[config.mk]
export PLATFORM = sky130hd
export DESIGN_NAME = mcycle_ctrl
export DESIGN_NICKNAME = d
export VERILOG_FILES = /design/src/rtl/mcycle_pkg.sv /design/src/rtl/mcycle_ctrl_timer.sv /design/src/rtl/mcycle_ctrl.sv
export SDC_FILE = /design/constraint.sdc
export NUM_CORES = 1
export LEC_CHECK = 0
export ABC_AREA = 1
export CORE_UTILIZATION = 50
export DETAILED_ROUTE_END_ITERATION = 10
export GPL_TIMING_DRIVEN = 1
export PLACE_DENSITY = 0.85
export SLEW_MARGIN = 20
export SYNTH_ARGS = -nofsm -noshare
export SYNTH_HDL_FRONTEND = slang
export SYNTH_SLANG_ARGS = --single-unit
[constraint.sdc]
create_clock -name clk_i -period 3.9 [get_ports clk_i]
set_input_delay 0.39 -clock clk_i [delete_from_list [all_inputs] [get_ports clk_i]]
set_output_delay 0.39 -clock clk_i [all_outputs]
set_load 0.005 [all_outputs]
[src/rtl/mcycle_pkg.sv]
// mcycle_pkg: shared definitions for the multi-cycle processor controller.
//   state_t      : FSM state encoding (also exported on state_o for debug)
//   OP_*         : opcodes decoded in DECODE
//   ALUOP_*      : operation classes sent to the ALU control decoder
//   ctrl_t       : bundle of every control output driven by the FSM
//   is_mem_state : true for states that wait on mem_ready_i
package mcycle_pkg;

  typedef enum logic [3:0] {
    S_FETCH    = 4'd0,
    S_DECODE   = 4'd1,
    S_MEM_ADDR = 4'd2,
    S_MEM_RD   = 4'd3,
    S_MEM_WB   = 4'd4,
    S_MEM_WR   = 4'd5,
    S_R_EXEC   = 4'd6,
    S_R_WB     = 4'd7,
    S_BRANCH   = 4'd8,
    S_JUMP     = 4'd9,
    S_I_EXEC   = 4'd10,
    S_I_WB     = 4'd11
  } state_t;

  localparam logic [5:0] OP_RTYPE = 6'b000000;
  localparam logic [5:0] OP_LW    = 6'b100011;
  localparam logic [5:0] OP_SW    = 6'b101011;
  localparam logic [5:0] OP_BEQ   = 6'b000100;
  localparam logic [5:0] OP_J     = 6'b000010;
  localparam logic [5:0] OP_ADDI  = 6'b001000;

  localparam logic [5:0] ALUOP_ADD   = 6'b001000;
  localparam logic [5:0] ALUOP_SUB   = 6'b000100;
  localparam logic [5:0] ALUOP_RTYPE = 6'b000000;

  typedef struct packed {
    logic       pc_write;
    logic       ir_write;
    logic       reg_write;
    logic       mem_read;
    logic       mem_write;
    logic       iord;
    logic       reg_dst;
    logic       mem_to_reg;
    logic       alu_src_a;
    logic [1:0] alu_src_b;
    logic [1:0] pc_src;
    logic [5:0] alu_op;
    logic       illegal;
    logic       timeout;
  } ctrl_t;

  localparam ctrl_t CTRL_IDLE = '0;

  function automatic logic is_mem_state(input state_t s);
    return (s == S_FETCH) || (s == S_MEM_RD) || (s == S_MEM_WR);
  endfunction

endpackage

[src/rtl/mcycle_ctrl_timer.sv]
// mem_wait_timer: wait-cycle counter for memory states.
//   clk     : clock
//   rst_n   : synchronous active-low reset
//   start   : restart the count (asserted on the cycle the FSM changes state
//             or abandons an access, so the next cycle counts from zero)
//   ready   : memory completion strobe
//   expired : high in the TIMEOUT_CYC-th consecutive cycle with ready low
module mem_wait_timer #(
  parameter int TIMEOUT_CYC = 16
) (
  input  logic clk,
  input  logic rst_n,
  input  logic start,
  input  logic ready,
  output logic expired
);
  localparam logic [7:0] LAST = 8'(TIMEOUT_CYC - 1);

  logic [7:0] cnt;

  // cnt is the number of cycles already spent in the current state. It
  // cannot run past LAST: expiry forces a restart on the same cycle.
  always_ff @(posedge clk) begin
    if (!rst_n)     cnt <= '0;
    else if (start) cnt <= '0;
    else            cnt <= cnt + 8'd1;
  end

  assign expired = !ready && (cnt == LAST);
endmodule

[src/rtl/mcycle_ctrl.sv]
// mcycle_ctrl: control FSM of a multi-cycle MIPS-like processor.
// Inputs : clk_i, rst_i (sync, active-low), opcode_i, zero_i, mem_ready_i.
// Outputs: datapath enables (pc/ir/reg write, mem read/write), mux selects
//          (iord, reg_dst, mem_to_reg, alu_src_a/b, pc_src), alu_op,
//          one-cycle illegal_o/timeout_o pulses, state_o for debug.
// Option : MCYCLE_CTRL_PERF_CNT_EN adds cycle_cnt_o and instr_cnt_o.
// Outputs are decoded from the current state and inputs in the same cycle
// (e.g. ir_write_o follows mem_ready_i in FETCH); all are forced to 0 while
// rst_i is low.
module mcycle_ctrl
  import mcycle_pkg::*;
#(
  parameter int TIMEOUT_CYC = 16
) (
  input  logic        clk_i,
  input  logic        rst_i,
  input  logic [5:0]  opcode_i,
  input  logic        zero_i,
  input  logic        mem_ready_i,
  output logic        pc_write_o,
  output logic        ir_write_o,
  output logic        reg_write_o,
  output logic        mem_read_o,
  output logic        mem_write_o,
  output logic        iord_o,
  output logic        reg_dst_o,
  output logic        mem_to_reg_o,
  output logic        alu_src_a_o,
  output logic [1:0]  alu_src_b_o,
  output logic [1:0]  pc_src_o,
  output logic [5:0]  alu_op_o,
  output logic        illegal_o,
  output logic        timeout_o,
  output logic [3:0]  state_o
`ifdef MCYCLE_CTRL_PERF_CNT_EN
  ,
  output logic [31:0] cycle_cnt_o,
  output logic [31:0] instr_cnt_o
`endif
);

  state_t state, state_nxt;
  ctrl_t  ctrl, ctrl_out;
  logic   expired, timeout, restart;

  assign timeout = is_mem_state(state) && expired;
  // A timeout in FETCH stays in FETCH, so it must restart the count too.
  assign restart = (state_nxt != state) || timeout;

  mem_wait_timer #(.TIMEOUT_CYC(TIMEOUT_CYC)) u_timer (
    .clk     (clk_i),
    .rst_n   (rst_i),
    .start   (restart),
    .ready   (mem_ready_i),
    .expired (expired)
  );

  always_comb begin
    ctrl      = CTRL_IDLE;
    state_nxt = state;
    case (state)
      S_FETCH: begin
        if (timeout) begin
          ctrl.timeout = 1'b1;
        end else begin
          ctrl.mem_read = 1'b1;
          if (mem_ready_i) begin
            ctrl.ir_write  = 1'b1;
            ctrl.pc_write  = 1'b1;
            ctrl.alu_src_b = 2'b01;
            ctrl.alu_op    = ALUOP_ADD;
            state_nxt      = S_DECODE;
          end
        end
      end
      S_DECODE: begin
        // ALU precomputes the branch target while the opcode is dispatched.
        ctrl.alu_src_b = 2'b11;
        ctrl.alu_op    = ALUOP_ADD;
        case (opcode_i)
          OP_RTYPE:     state_nxt = S_R_EXEC;
          OP_LW, OP_SW: state_nxt = S_MEM_ADDR;
          OP_BEQ:       state_nxt = S_BRANCH;
          OP_J:         state_nxt = S_JUMP;
          OP_ADDI:      state_nxt = S_I_EXEC;
          default: begin
            ctrl.illegal = 1'b1;
            state_nxt    = S_FETCH;
          end
        endcase
      end
      S_MEM_ADDR: begin
        ctrl.alu_src_a = 1'b1;
        ctrl.alu_src_b = 2'b10;
        ctrl.alu_op    = ALUOP_ADD;
        state_nxt      = (opcode_i == OP_SW) ? S_MEM_WR : S_MEM_RD;
      end
      S_MEM_RD: begin
        if (timeout) begin
          ctrl.timeout = 1'b1;
          state_nxt    = S_FETCH;
        end else begin
          ctrl.iord     = 1'b1;
          ctrl.mem_read = 1'b1;
          if (mem_ready_i) state_nxt = S_MEM_WB;
        end
      end
      S_MEM_WR: begin
        // The abandoned cycle drops mem_write so no late write can land.
        if (timeout) begin
          ctrl.timeout = 1'b1;
          state_nxt    = S_FETCH;
        end else begin
          ctrl.iord      = 1'b1;
          ctrl.mem_write = 1'b1;
          if (mem_ready_i) state_nxt = S_FETCH;
        end
      end
      S_MEM_WB: begin
        ctrl.reg_write  = 1'b1;
        ctrl.mem_to_reg = 1'b1;
        state_nxt       = S_FETCH;
      end
      S_R_EXEC: begin
        ctrl.alu_src_a = 1'b1;
        ctrl.alu_op    = ALUOP_RTYPE;
        state_nxt      = S_R_WB;
      end
      S_R_WB: begin
        ctrl.reg_write = 1'b1;
        ctrl.reg_dst   = 1'b1;
        state_nxt      = S_FETCH;
      end
      S_I_EXEC: begin
        ctrl.alu_src_a = 1'b1;
        ctrl.alu_src_b = 2'b10;
        ctrl.alu_op    = ALUOP_ADD;
        state_nxt      = S_I_WB;
      end
      S_I_WB: begin
        ctrl.reg_write = 1'b1;
        state_nxt      = S_FETCH;
      end
      S_BRANCH: begin
        ctrl.alu_src_a = 1'b1;
        ctrl.alu_op    = ALUOP_SUB;
        ctrl.pc_src    = 2'b01;
        ctrl.pc_write  = zero_i;
        state_nxt      = S_FETCH;
      end
      S_JUMP: begin
        ctrl.pc_src   = 2'b10;
        ctrl.pc_write = 1'b1;
        state_nxt     = S_FETCH;
      end
      default: state_nxt = S_FETCH;
    endcase
  end

  always_ff @(posedge clk_i) begin
    if (!rst_i) state <= S_FETCH;
    else        state <= state_nxt;
  end

  assign ctrl_out     = rst_i ? ctrl : CTRL_IDLE;
  assign pc_write_o   = ctrl_out.pc_write;
  assign ir_write_o   = ctrl_out.ir_write;
  assign reg_write_o  = ctrl_out.reg_write;
  assign mem_read_o   = ctrl_out.mem_read;
  assign mem_write_o  = ctrl_out.mem_write;
  assign iord_o       = ctrl_out.iord;
  assign reg_dst_o    = ctrl_out.reg_dst;
  assign mem_to_reg_o = ctrl_out.mem_to_reg;
  assign alu_src_a_o  = ctrl_out.alu_src_a;
  assign alu_src_b_o  = ctrl_out.alu_src_b;
  assign pc_src_o     = ctrl_out.pc_src;
  assign alu_op_o     = ctrl_out.alu_op;
  assign illegal_o    = ctrl_out.illegal;
  assign timeout_o    = ctrl_out.timeout;
  assign state_o      = rst_i ? state : 4'd0;

`ifdef MCYCLE_CTRL_PERF_CNT_EN
  logic [31:0] cycle_cnt, instr_cnt;
  logic        retire;

  // An instruction retires when a completing state hands back to FETCH;
  // illegal-opcode and timeout exits do not count.
  assign retire = (state != S_FETCH) && (state_nxt == S_FETCH) &&
                  !timeout && !ctrl.illegal;

  always_ff @(posedge clk_i) begin
    if (!rst_i) begin
      cycle_cnt <= '0;
      instr_cnt <= '0;
    end else begin
      cycle_cnt <= cycle_cnt + 32'd1;
      if (retire) instr_cnt <= instr_cnt + 32'd1;
    end
  end

  assign cycle_cnt_o = rst_i ? cycle_cnt : 32'd0;
  assign instr_cnt_o = rst_i ? instr_cnt : 32'd0;
`endif

endmodule

==> out/metrics.yaml <==
status: "completed"
post_drt_via_cell_ratio: 5.19
grt_use_total_pct: 23.3
yosys.area_share.xor_xnor_pct: 3.97
synth_adder_area_share_pct: 1.13
ctsHoldBuffers: 0
synthSimpleGateAreaFrac_pct: 48.3
fin_crit_sh_pct: 69.6
finalMaxSlewViolations: 0
n_antenna_cell: 0
synth-seq-area-share_pct: 21.8
die_w_um: 49.0
syn_avg_cell_area_um2: 6.38
ios: 35
critPathMaxStageDelay_ns: 0.58
numCtsBuffers: 3
hp-start: "u_timer.cnt[0]"
clk_latency_ns: 0.28
critPathTopFamily: "buffers and inverters"
clkTransAtPathRegs_ns: 0.08
synth_cells: 173
synth_compound_area_share_pct: 9.75
synth.most_common_cell: "inv_1"
crit_arrival_ns: 2.32
portBuffers: 30
final_layout_size_suffix_gt1_share_pct: 16.2
min_path_cells: 1
wl_per_cell_um: 11.3
fin_setup_tns_ns: 0
grt_pass1_wl_um: 4410
core_area_um2: 2020
dp_hpwl_um: 2100
cts_resized: 0
multi_input_area_um2: 712
fp.dieH_um: 49.0
grt_pass1_vias: 1018
final-seq-area_um2: 240
p_leak_nw: 0.629
r2r-start: "state[1]"
root_buffer: "clkbuf_4"
dominantRegCellSynth: "dfxtp_1"
antenna_left: 0
hold_viol: 0
drt_wl_total_um: 2610
post-route-min-period_ns: 2.71
num_vias: 1200
synth_area_um2: 1100
path_buf_inv: 4
grt_setup_unrepaired: "no"
start_util_pct: 54.6
endpoint_kind: "output port"
nets: 216
num_rows: 16
min_path_type: "reg2reg"
yosys_warnings: 0
required_ns: 3.51
synth_edf_count: 0
synthMuxAreaShare_pct: 0
dieArea_um2: 2400
timing_worst_setup_path_type: "in2out"
synth_common_cells: "inv_1, nor2_1, nand2_1"
max_freq_ghz: 0.368
finalSetupViolCount: 0
ys_seq_elements: 12
clock_skew_ns: 0.00222
ys_types: 29
synth.area.top_cells: "dfxtp_1, inv_1, nor2_1"
fillers: 162
path_cells: "clkdlybuf4s50_1 > inv_1 > a21oi_1 > inv_1 > a21oi_1 > clkdlybuf4s50_1"
cts.sinks: 12
regToRegEndpoint: "u_timer.cnt[5]"
r2r_cells: 7
gp_congestion: 0.944
max_cap_viol_count: 0
synth_top_cell_by_area: "dfxtp_1"
layout_setup_ws_ns: 1.19
drtIter0Drc: 37
cp-start-kind: "primary input"
grt.overflow.total: 0
async_reset_ff_share_pct: 0
ir_worst_vdd_v: 0.000218
clock_path_buffers: 2
drcViolationCount: 0
whs_endpoint: "u_timer.cnt[0]"
firstDrtPassIters: 5
regToRegSetupSlack_ns: 2.20
grt_start_max_net_pins: 17
syn2layout_area_growth_pct: 31.1
cellPowerDensity_nw_per_um2: 203
cts_tree: "done"
antenna_found_initial: 0
post_cts_buffers: 0
h-tree-depth: 1
crit_path_max_fanout: 16
slowest_stage: "clkdlybuf4s50_1"
post-place-ws_ns: 1.21
synth_top_area_share_pct: 21.8
synth_top_family_by_area: "simple AND/OR/NAND/NOR gates"
routing by layer:
layer  GRT usage [%]  vias to the layer above  share of wire, %
met1            31.4                      541                46
met3            5.61                        0               6.8
met4            2.94                        0                 0
met5               0                        -                 0
met2            38.4                       53                48
li1                -                      606                 -
worst register-to-register path, stage by stage (launching register included):
cell and delay (ns):
dfxtp_1 0.56, nor2_1 0.14, nand3_1 0.24, nand2_1 0.11
nor2_1 0.18, nand3_2 0.12, nand3_4 0.18, nor3_2 0.06
cells by family after synthesis:
group,Yosys count
simple gates,97
buf+inv,39
compound gates,18
flops,12
xor+xnor,5
fa+ha+maj,1
other cells,1
placed cells by master, fill, tap and decap left out:
master	instances
inv_1	30
o21ai_2	1
nand3b_1	1
nor3_2	8
a31oi_1	3
xnor2_1	2
nand2_1	26
a21oi_1	9
a41oi_1	1
nor2_4	2
nand3_1	10
nor2_1	29
clkdlybuf4s50_1	30
inv_2	3
ha_1	1
nand3_4	2
clkbuf_8	1
o21ai_0	2
nor3_1	2
clkbuf_4	3
a31o_2	1
conb_1	4
nand2_2	6
xor2_1	3
o21bai_1	1
dfxtp_1	12
nand3_2	4
nor2_2	2
nand4_1	5
where the power goes:
group	total, mW	internal, mW	leakage, nW	switching [mW]
Clock	0.100	0.0568	0.0210	0.0433
Combinational	0.0650	0.0293	0.511	0.0358
Sequential	0.128	0.125	0.0972	0.00331
Total	0.294	0.211	0.629	0.0823
metrics by stage:
step / instance area [um2] / instances / util (%) / hold WS (ns) / total power [mW]
2_1_floorplan: 1110 / 176 / - / 0.441 / 0.170
3_3_place_gp: 1410 / 227 / 69.7 / 0.456 / 0.194
3_5_place_dp: 1410 / 227 / 69.7 / 0.460 / 0.196
4_1_cts: 1450 / 231 / 71.5 / 0.479 / 0.295
5_1_grt: 1450 / 231 / 71.5 / 0.487 / 0.309
6_report: 1450 / 231 / 71.5 / 0.479 / 0.294
area by class of cell:
| type | instances | area share [%] |
|---|---|---|
| inverters | 33 | 8.56 |
| clock buffers | 4 | 2.51 |
| flip-flops and latches | 12 | 16.6 |
| multi-input cells | 125 | 49.2 |
| repair buffers | 30 | 20.8 |
| well taps | 27 | 2.34 |
worst max-delay path by stage:
stage	cells after the start	slack (ns)	from	end
after floorplan	6	2.29	u_timer.cnt[0]	mem_read_o
after global placement	6	1.31	rst_i	mem_read_o
after detailed placement	6	1.21	rst_i	mem_read_o
after CTS	6	1.21	rst_i	mem_read_o
after global routing	6	1.05	rst_i	mem_read_o
final	6	1.19	rst_i	mem_read_o
registers in the layout (all words and copies together), names as in the netlist:
name         cells
u_timer.cnt      8
state            4
No activity file was read; power rests on OpenSTA's default activity.
